===== src/rtl/vc_gp_fifo_pkg.sv =====
// rtl/vc_gp_fifo_pkg.sv - shared helpers, occupancy type macro and elaboration checks for the VC FIFO
`ifndef GP_FIFO_PKG_MACROS
`define GP_FIFO_PKG_MACROS
`define GP_FIFO_OCC_T(slots) logic [$clog2(slots):0]
`define GP_FIFO_ELAB_ASSERT(name, cond, msg) if (!(cond)) begin : name $error(msg); end
`endif

package gp_fifo_pkg;

  function automatic int clog2_min1(input int n);
    return (n <= 1) ? 1 : $clog2(n);
  endfunction

  function automatic int occ_width(input int slots);
    return $clog2(slots) + 1;
  endfunction

  function automatic bit is_pow2(input int n);
    return (n > 0) && ((n & (n - 1)) == 0);
  endfunction

endpackage


===== src/rtl/vc_gp_fifo_if.sv =====
// rtl/vc_gp_fifo_if.sv - shared write/read/flag bundle between a client and the VC FIFO
interface vc_gp_fifo_if #(
  parameter int VC_NUM = 2,
  parameter int WIDTH  = 8,
  parameter int VC_W   = 1,
  parameter int OCC_W  = 3
);
  logic                    wr_en_i;
  logic [VC_W-1:0]         wr_vc_i;
  logic [WIDTH-1:0]        wr_data_i;
  logic                    rd_en_i;
  logic [VC_W-1:0]         rd_vc_i;
  logic [WIDTH-1:0]        rd_data_o;
  logic [VC_NUM-1:0]       wr_full_o;
  logic [VC_NUM-1:0]       wr_afull_o;
  logic [VC_NUM-1:0]       rd_empty_o;
  logic [VC_NUM*OCC_W-1:0] occ_o;
  logic                    err_clr_i;
  logic [VC_NUM-1:0]       err_ovf_o;
  logic [VC_NUM-1:0]       err_udf_o;

  modport master (
    output wr_en_i, wr_vc_i, wr_data_i, rd_en_i, rd_vc_i, err_clr_i,
    input  rd_data_o, wr_full_o, wr_afull_o, rd_empty_o, occ_o, err_ovf_o, err_udf_o
  );

  modport slave (
    input  wr_en_i, wr_vc_i, wr_data_i, rd_en_i, rd_vc_i, err_clr_i,
    output rd_data_o, wr_full_o, wr_afull_o, rd_empty_o, occ_o, err_ovf_o, err_udf_o
  );
endinterface


===== src/rtl/vc_gp_fifo_ch.sv =====
// rtl/vc_gp_fifo_ch.sv - one virtual-channel queue: wrap-bit pointers, storage, flags, occupancy
module sync_gp_fifo_ch
  import gp_fifo_pkg::*;
#(
  parameter int SLOTS    = 4,
  parameter int WIDTH    = 8,
  parameter int AFULL_TH = SLOTS - 1
) (
  input  logic                 clk,
  input  logic                 arst_n,
  input  logic                 push,
  input  logic [WIDTH-1:0]     push_data,
  input  logic                 pop,
  output logic [WIDTH-1:0]     head_data,
  output logic                 full,
  output logic                 afull,
  output logic                 empty,
  output `GP_FIFO_OCC_T(SLOTS) occ
);
  localparam int IDX_W = $clog2(SLOTS);
  localparam int OCC_W = occ_width(SLOTS);

  `GP_FIFO_OCC_T(SLOTS) wr_ptr;
  `GP_FIFO_OCC_T(SLOTS) rd_ptr;
  logic [WIDTH-1:0]     mem [SLOTS];

  always_ff @(posedge clk or negedge arst_n) begin
    if (!arst_n) begin
      wr_ptr <= '0;
      rd_ptr <= '0;
    end else begin
      if (push) wr_ptr <= wr_ptr + OCC_W'(1);
      if (pop)  rd_ptr <= rd_ptr + OCC_W'(1);
    end
  end

  // Storage is deliberately left unreset; pointers alone define validity.
  always_ff @(posedge clk) begin
    if (push) mem[wr_ptr[IDX_W-1:0]] <= push_data;
  end

  assign head_data = mem[rd_ptr[IDX_W-1:0]];
  assign empty     = (wr_ptr == rd_ptr);
  assign full      = (wr_ptr[IDX_W] != rd_ptr[IDX_W]) &&
                     (wr_ptr[IDX_W-1:0] == rd_ptr[IDX_W-1:0]);
  assign occ       = wr_ptr - rd_ptr;
  assign afull     = (occ >= OCC_W'(AFULL_TH));
endmodule


===== src/rtl/vc_gp_fifo.sv =====
// rtl/vc_gp_fifo.sv - single-clock multi-VC FIFO: channel steering, pass-through on full, read mux, sticky errors
module vc_gp_fifo
  import gp_fifo_pkg::*;
#(
  parameter int VC_NUM   = 2,
  parameter int SLOTS    = 4,
  parameter int WIDTH    = 8,
  parameter int AFULL_TH = SLOTS - 1
) (
  input logic         clk,
  input logic         arst_n,
  vc_gp_fifo_if.slave bus
);
  localparam int VC_W  = clog2_min1(VC_NUM);
  localparam int OCC_W = occ_width(SLOTS);

  `GP_FIFO_ELAB_ASSERT(g_chk_slots, is_pow2(SLOTS) && (SLOTS >= 2), "SLOTS must be a power of 2 and >= 2")
  `GP_FIFO_ELAB_ASSERT(g_chk_vc, VC_NUM >= 1, "VC_NUM must be >= 1")
  `GP_FIFO_ELAB_ASSERT(g_chk_afull, (AFULL_TH >= 1) && (AFULL_TH <= SLOTS), "AFULL_TH must be in 1..SLOTS")

  logic [VC_NUM-1:0] push;
  logic [VC_NUM-1:0] pop;
  logic [VC_NUM-1:0] wr_hit;
  logic [VC_NUM-1:0] rd_hit;
  logic [VC_NUM-1:0] full;
  logic [VC_NUM-1:0] afull;
  logic [VC_NUM-1:0] empty;
  logic [VC_NUM-1:0] ovf_set;
  logic [VC_NUM-1:0] udf_set;
  logic [VC_NUM-1:0] err_ovf;
  logic [VC_NUM-1:0] err_udf;
  logic [WIDTH-1:0]  head [VC_NUM];

  // Out-of-range channel indices match no lane, so they are silently ignored.
  for (genvar v = 0; v < VC_NUM; v++) begin : g_ch
    assign wr_hit[v]  = bus.wr_en_i && (bus.wr_vc_i == VC_W'(v));
    assign rd_hit[v]  = bus.rd_en_i && (bus.rd_vc_i == VC_W'(v));
    assign pop[v]     = rd_hit[v] && !empty[v];
    assign push[v]    = wr_hit[v] && (!full[v] || pop[v]);
    assign ovf_set[v] = wr_hit[v] && full[v] && !pop[v];
    assign udf_set[v] = rd_hit[v] && empty[v];

    sync_gp_fifo_ch #(
      .SLOTS    (SLOTS),
      .WIDTH    (WIDTH),
      .AFULL_TH (AFULL_TH)
    ) u_ch (
      .clk       (clk),
      .arst_n    (arst_n),
      .push      (push[v]),
      .push_data (bus.wr_data_i),
      .pop       (pop[v]),
      .head_data (head[v]),
      .full      (full[v]),
      .afull     (afull[v]),
      .empty     (empty[v]),
      .occ       (bus.occ_o[v*OCC_W +: OCC_W])
    );
  end

  always_comb begin
    bus.rd_data_o = '0;
    for (int v = 0; v < VC_NUM; v++) begin
      if (bus.rd_vc_i == VC_W'(v)) bus.rd_data_o = head[v];
    end
  end

  // A new error event outranks a clear arriving in the same cycle.
  always_ff @(posedge clk or negedge arst_n) begin
    if (!arst_n) begin
      err_ovf <= '0;
      err_udf <= '0;
    end else begin
      err_ovf <= (err_ovf & ~{VC_NUM{bus.err_clr_i}}) | ovf_set;
      err_udf <= (err_udf & ~{VC_NUM{bus.err_clr_i}}) | udf_set;
    end
  end

  assign bus.wr_full_o  = full;
  assign bus.wr_afull_o = afull;
  assign bus.rd_empty_o = empty;
  assign bus.err_ovf_o  = err_ovf;
  assign bus.err_udf_o  = err_udf;
endmodule

===== src/flat_wrapper.sv =====
// flat-port wrapper written by rule: the top's interface ports become plain ports
module vc_gp_fifo_flat import gp_fifo_pkg::*;
#(
  parameter int VC_NUM   = 2,
  parameter int SLOTS    = 4,
  parameter int WIDTH    = 8,
  parameter int AFULL_TH = SLOTS - 1
)
  (clk, arst_n, bus_wr_en_i, bus_wr_vc_i, bus_wr_data_i, bus_rd_en_i, bus_rd_vc_i, bus_err_clr_i, bus_rd_data_o, bus_wr_full_o, bus_wr_afull_o, bus_rd_empty_o, bus_occ_o, bus_err_ovf_o, bus_err_udf_o);
  vc_gp_fifo_if #(.VC_NUM(VC_NUM), .WIDTH(WIDTH)) bus_i ();
  input logic clk;
  input logic arst_n;
  input wire logic [$bits(bus_i.wr_en_i)-1:0] bus_wr_en_i;
  input wire logic [$bits(bus_i.wr_vc_i)-1:0] bus_wr_vc_i;
  input wire logic [$bits(bus_i.wr_data_i)-1:0] bus_wr_data_i;
  input wire logic [$bits(bus_i.rd_en_i)-1:0] bus_rd_en_i;
  input wire logic [$bits(bus_i.rd_vc_i)-1:0] bus_rd_vc_i;
  input wire logic [$bits(bus_i.err_clr_i)-1:0] bus_err_clr_i;
  output wire logic [$bits(bus_i.rd_data_o)-1:0] bus_rd_data_o;
  output wire logic [$bits(bus_i.wr_full_o)-1:0] bus_wr_full_o;
  output wire logic [$bits(bus_i.wr_afull_o)-1:0] bus_wr_afull_o;
  output wire logic [$bits(bus_i.rd_empty_o)-1:0] bus_rd_empty_o;
  output wire logic [$bits(bus_i.occ_o)-1:0] bus_occ_o;
  output wire logic [$bits(bus_i.err_ovf_o)-1:0] bus_err_ovf_o;
  output wire logic [$bits(bus_i.err_udf_o)-1:0] bus_err_udf_o;
  assign bus_i.wr_en_i = bus_wr_en_i;
  assign bus_i.wr_vc_i = bus_wr_vc_i;
  assign bus_i.wr_data_i = bus_wr_data_i;
  assign bus_i.rd_en_i = bus_rd_en_i;
  assign bus_i.rd_vc_i = bus_rd_vc_i;
  assign bus_i.err_clr_i = bus_err_clr_i;
  assign bus_rd_data_o = bus_i.rd_data_o;
  assign bus_wr_full_o = bus_i.wr_full_o;
  assign bus_wr_afull_o = bus_i.wr_afull_o;
  assign bus_rd_empty_o = bus_i.rd_empty_o;
  assign bus_occ_o = bus_i.occ_o;
  assign bus_err_ovf_o = bus_i.err_ovf_o;
  assign bus_err_udf_o = bus_i.err_udf_o;
  vc_gp_fifo #(.VC_NUM(VC_NUM), .SLOTS(SLOTS), .WIDTH(WIDTH), .AFULL_TH(AFULL_TH)) u_core (.clk(clk), .arst_n(arst_n), .bus(bus_i));
endmodule

===== config.mk =====
export PLATFORM = sky130hd
export DESIGN_NAME = vc_gp_fifo_flat
export DESIGN_NICKNAME = d
export VERILOG_FILES = /design/src/rtl/vc_gp_fifo_pkg.sv /design/src/rtl/vc_gp_fifo_if.sv /design/src/rtl/vc_gp_fifo_ch.sv /design/src/rtl/vc_gp_fifo.sv /design/src/flat_wrapper.sv
export SDC_FILE = /design/constraint.sdc
export NUM_CORES = 1
export LEC_CHECK = 0
export ABC_CLOCK_PERIOD_IN_PS = 2100
export BUFFER_PORTS_ARGS = -buffer_cell sky130_fd_sc_hd__clkbuf_2
export CAP_MARGIN = 40
export CORE_AREA = 2 2 113 104
export DETAILED_ROUTE_END_ITERATION = 10
export DIE_AREA = 0 0 115 106
export GPL_TIMING_DRIVEN = 0
export PLACE_DENSITY = 0.54
export SETUP_SLACK_MARGIN = 0.2
export SLEW_MARGIN = 0
export SYNTH_ARGS = -nofsm -noshare
export SYNTH_HDL_FRONTEND = slang
export SYNTH_SLANG_ARGS = --single-unit

===== constraint.sdc =====
create_clock -name clk -period 2.1 [get_ports clk]
set_input_delay 0.315 -clock clk [delete_from_list [all_inputs] [get_ports clk]]
set_output_delay 0.315 -clock clk [all_outputs]
set_load 0.02 [all_outputs]

==> results.toml <==
[global_routing]
grt_usage_pct = 12.1
grt_pass1_vias = 1987
overflow = 0
grt_first_pass_wirelength_microns = 10900
grt_antenna_before_repair = 0
grt_max_degree = 17

[timing]
rsz0062_at_grt = "yes"
setup_viol = 4
worst_pin_slew_ns = 0.503
period_needed_ns = 2.19
final.period_utilization_pct = 104
finClkSkew_ns = 0.00577
fin_ws_ns = -0.0850
fmax_mhz = 458
max_slew_margin_pct = 66.4
hold_violations = 0
maxSlewViolCount = 0

[detailed_routing]
wl_per_cell_microns = 16.7
via_per_inst = 4.62
drt_iter0_drc = 116
drt_wl_total_microns = 7030
firstDrtPassIters = 4
drtAntennaViolNets = 0
via_count = 1944
drc = 0

[place]
dpl-instance-area_sq_mm = 0.00395
pre_cts_ws_ns = -0.148
place_hpwl_microns = 4580
gp_congestion = 0.687
io_buffers = 38

[floorplanning]
pin_count = 39
die-area_sq_mm = 0.0122
start_util_pct = 32.0
fp.dieW_microns = 115
core-area_sq_mm = 0.0111
row_count = 37
die_h_microns = 106

[min_path]
hold_class = "input pin to flop"

[worst_setup_path]
r2r_setup_slack_ns = 0.38
slowest_stage = "dfrtp_1"
crit_chain = "inv_2 -> ha_4 -> inv_2 -> fa_2 -> xnor2_2 -> a21o_1 -> buf_6 -> buf_6"
max_stage_delay_ns = 0.39
cp-end-kind = "output port"
arrival_ns = 1.87
critPathKind = "flop to output port"
crit_path_start_kind = "flop"
required_ns = 1.78
critPathMaxFanout = 2

[pwr]
peakVddDrop_v = 0.00170
power.density_mw_per_mm2 = 1780
power_leakage_uw = 0.00178

[cts]
cts_root_buffer = "clkbuf_16"
cts_tree = "done"
htreeDepth = 3
cts_max_path_buffers = 2
cts.sinks = 80
clk_latency_ns = 0.33
cts.reportedPaths.clkPinSlew_ns = 0.06
numCtsBuffers = 9

[synth]
ys_types = 31
ys_warn_count = 0
syn_area_per_cell_sq_um = 16.8
netlist_area_sq_mm = 0.00356
ys_seq_area_share_pct = 65.3
synth_nets = 243
ys_ff_latch = 80
synth_cells = 212

[cells_and_area]
nFillCells = 1029
area_delta_synth_final_pct = 31.0
fin_util_pct = 41.9
antenna_cells = 0
drive_gt1_share_pct = 48.4
design_area_sq_mm = 0.00466
nets = 312

[job]
max_cap_violations = 0

[status]
outcome = "finished with violations"
violations = "negative setup slack"
sequential cells by signal, indices dropped and copies added, names as in the netlist:
signal                   flops
u_core.bus.err_udf_o         2
u_core.bus.err_ovf_o         2
u_core.g_ch.u_ch.rd_ptr      6
u_core.g_ch.u_ch.mem        64
u_core.g_ch.u_ch.wr_ptr      6
cells by family (layout without fill, tap and decap cells):
kind of cell | count (synthesis) | count (layout) | share of synthesized area [%]
DFF | 80 | 80 | 65.3
xor gates and xnor gates | 12 | 12 | 3.69
buffers and inverters | 26 | 99 | 3.48
and+or+nand+nor | 44 | 44 | 5.63
adders and majority gates | 16 | 16 | 6.05
muxes | 20 | 20 | 11.6
AOI/OAI and AO/OA | 14 | 14 | 4.22
worst paths after layout:
check	start	end	cells after the start
setup / recovery	u_core.g_ch[1].u_ch.wr_ptr[0]$_DFFE_PN0N_	bus_wr_afull_o[1]	8
hold / removal	bus_err_clr_i	u_core.bus.err_udf_o[0]$_DFF_PN0_	2
setup reg to reg	u_core.g_ch[0].u_ch.rd_ptr[1]$_DFFE_PN0P_	u_core.g_ch[0].u_ch.rd_ptr[1]$_DFFE_PN0P_	7
hold reg to reg	u_core.g_ch[0].u_ch.rd_ptr[2]$_DFFE_PN0P_	u_core.g_ch[0].u_ch.rd_ptr[2]$_DFFE_PN0P_	1
max in group asynchronous	arst_n	u_core.g_ch[0].u_ch.wr_ptr[2]$_DFFE_PN0N_	2
min in group asynchronous	arst_n	u_core.bus.err_ovf_o[1]$_DFF_PN0_	2
per-layer routing:
layer	GRT usage, %	share of wire (%)
met3	3.93	4.1
met5	0	0
met1	17.1	48
met4	2.84	0.48
met2	18.3	47
stage by stage:
| step | std cells | TNS, ns | hold slack, ns | total power [uW] |
|---|---|---|---|---|
| 2_1_floorplan | 212 | 0 | 0.0194 | 4590 |
| 3_3_place_gp | 386 | -4.72 | 0.271 | 5350 |
| 3_5_place_dp | 386 | -6.42 | 0.271 | 5400 |
| 4_1_cts | 414 | -0.693 | 0.218 | 7710 |
| 5_1_grt | 421 | -0.830 | 0.237 | 8780 |
| 6_report | 421 | -0.202 | 0.224 | 8300 |
worst max-delay path: cells and delay by family (launching register included):
family | cells | cell delay (ns)
DFF | 1 | 0.39
AOI/OAI and AO/OA | 1 | 0.17
xor gates and xnor gates | 1 | 0.15
buffers and inverters | 4 | 0.36
adders and majority gates | 2 | 0.49
layout by cell type, fill, tap and decap left out, drive strengths merged, types with 4 or more instances in the layout:
cell type | netlist | layout
ha | 14 | 14
inv | 14 | 15
clkbuf | 2 | 39
dfrtp | 16 | 16
a41oi | 4 | 4
nand2 | 28 | 28
mux4 | 16 | 16
xor2 | 4 | 4
buf | 9 | 39
and2 | 6 | 6
xnor2 | 8 | 8
mux2 | 4 | 4
edfxtp | 64 | 64
cell usage after synthesis (all sizes together):
cell type | number | area (sq um)
edfxtp | 64 | 1920
nand2 | 28 | 105
dfrtp | 16 | 400
mux4 | 16 | 360
ha | 14 | 175
inv | 14 | 52.6
buf | 9 | 60.1
xnor2 | 8 | 70.1
and2 | 6 | 37.5
a41oi | 4 | 72.6
mux2 | 4 | 52.6
xor2 | 4 | 61.3
a21o | 2 | 15.0
clkbuf | 2 | 7.51
fa | 2 | 40.0
nand2b | 2 | 12.5
nand4 | 2 | 12.5
nor2 | 2 | 7.51
nor2b | 2 | 12.5
o2111ai | 2 | 17.5
o21bai | 2 | 15.0
o22ai | 2 | 12.5
o32ai | 2 | 17.5
clkinv | 1 | 3.75
nand3 | 1 | 5.00
nand3b | 1 | 7.51
report_power, final:
part           internal (uW)  switching [uW]
logic                   2300            2130
registers               2030             228
clock network           1040             579
layout make-up:
class / instances / area (sq um) / share of cell area, %
tap: 136 / 170 / 3.65
clock buffer: 10 / 229 / 4.91
buffer: 11 / 116 / 2.50
inverter: 15 / 63.8 / 1.37
sequential: 80 / 2330 / 50.0
timing repair buffer: 58 / 413 / 8.86
clock inverter: 5 / 81.3 / 1.75
multi-input combinational: 106 / 1260 / 27.0
repair_timing:
item	CTS	global route
hold buffers	1	0
gates resized for setup	34	45
endpoints found under the hold margin	16	0
setup buffers	12	7
setup endpoints to repair	86	68
pin swaps	5	13
Note: power is estimated with default switching activity, not from simulation.
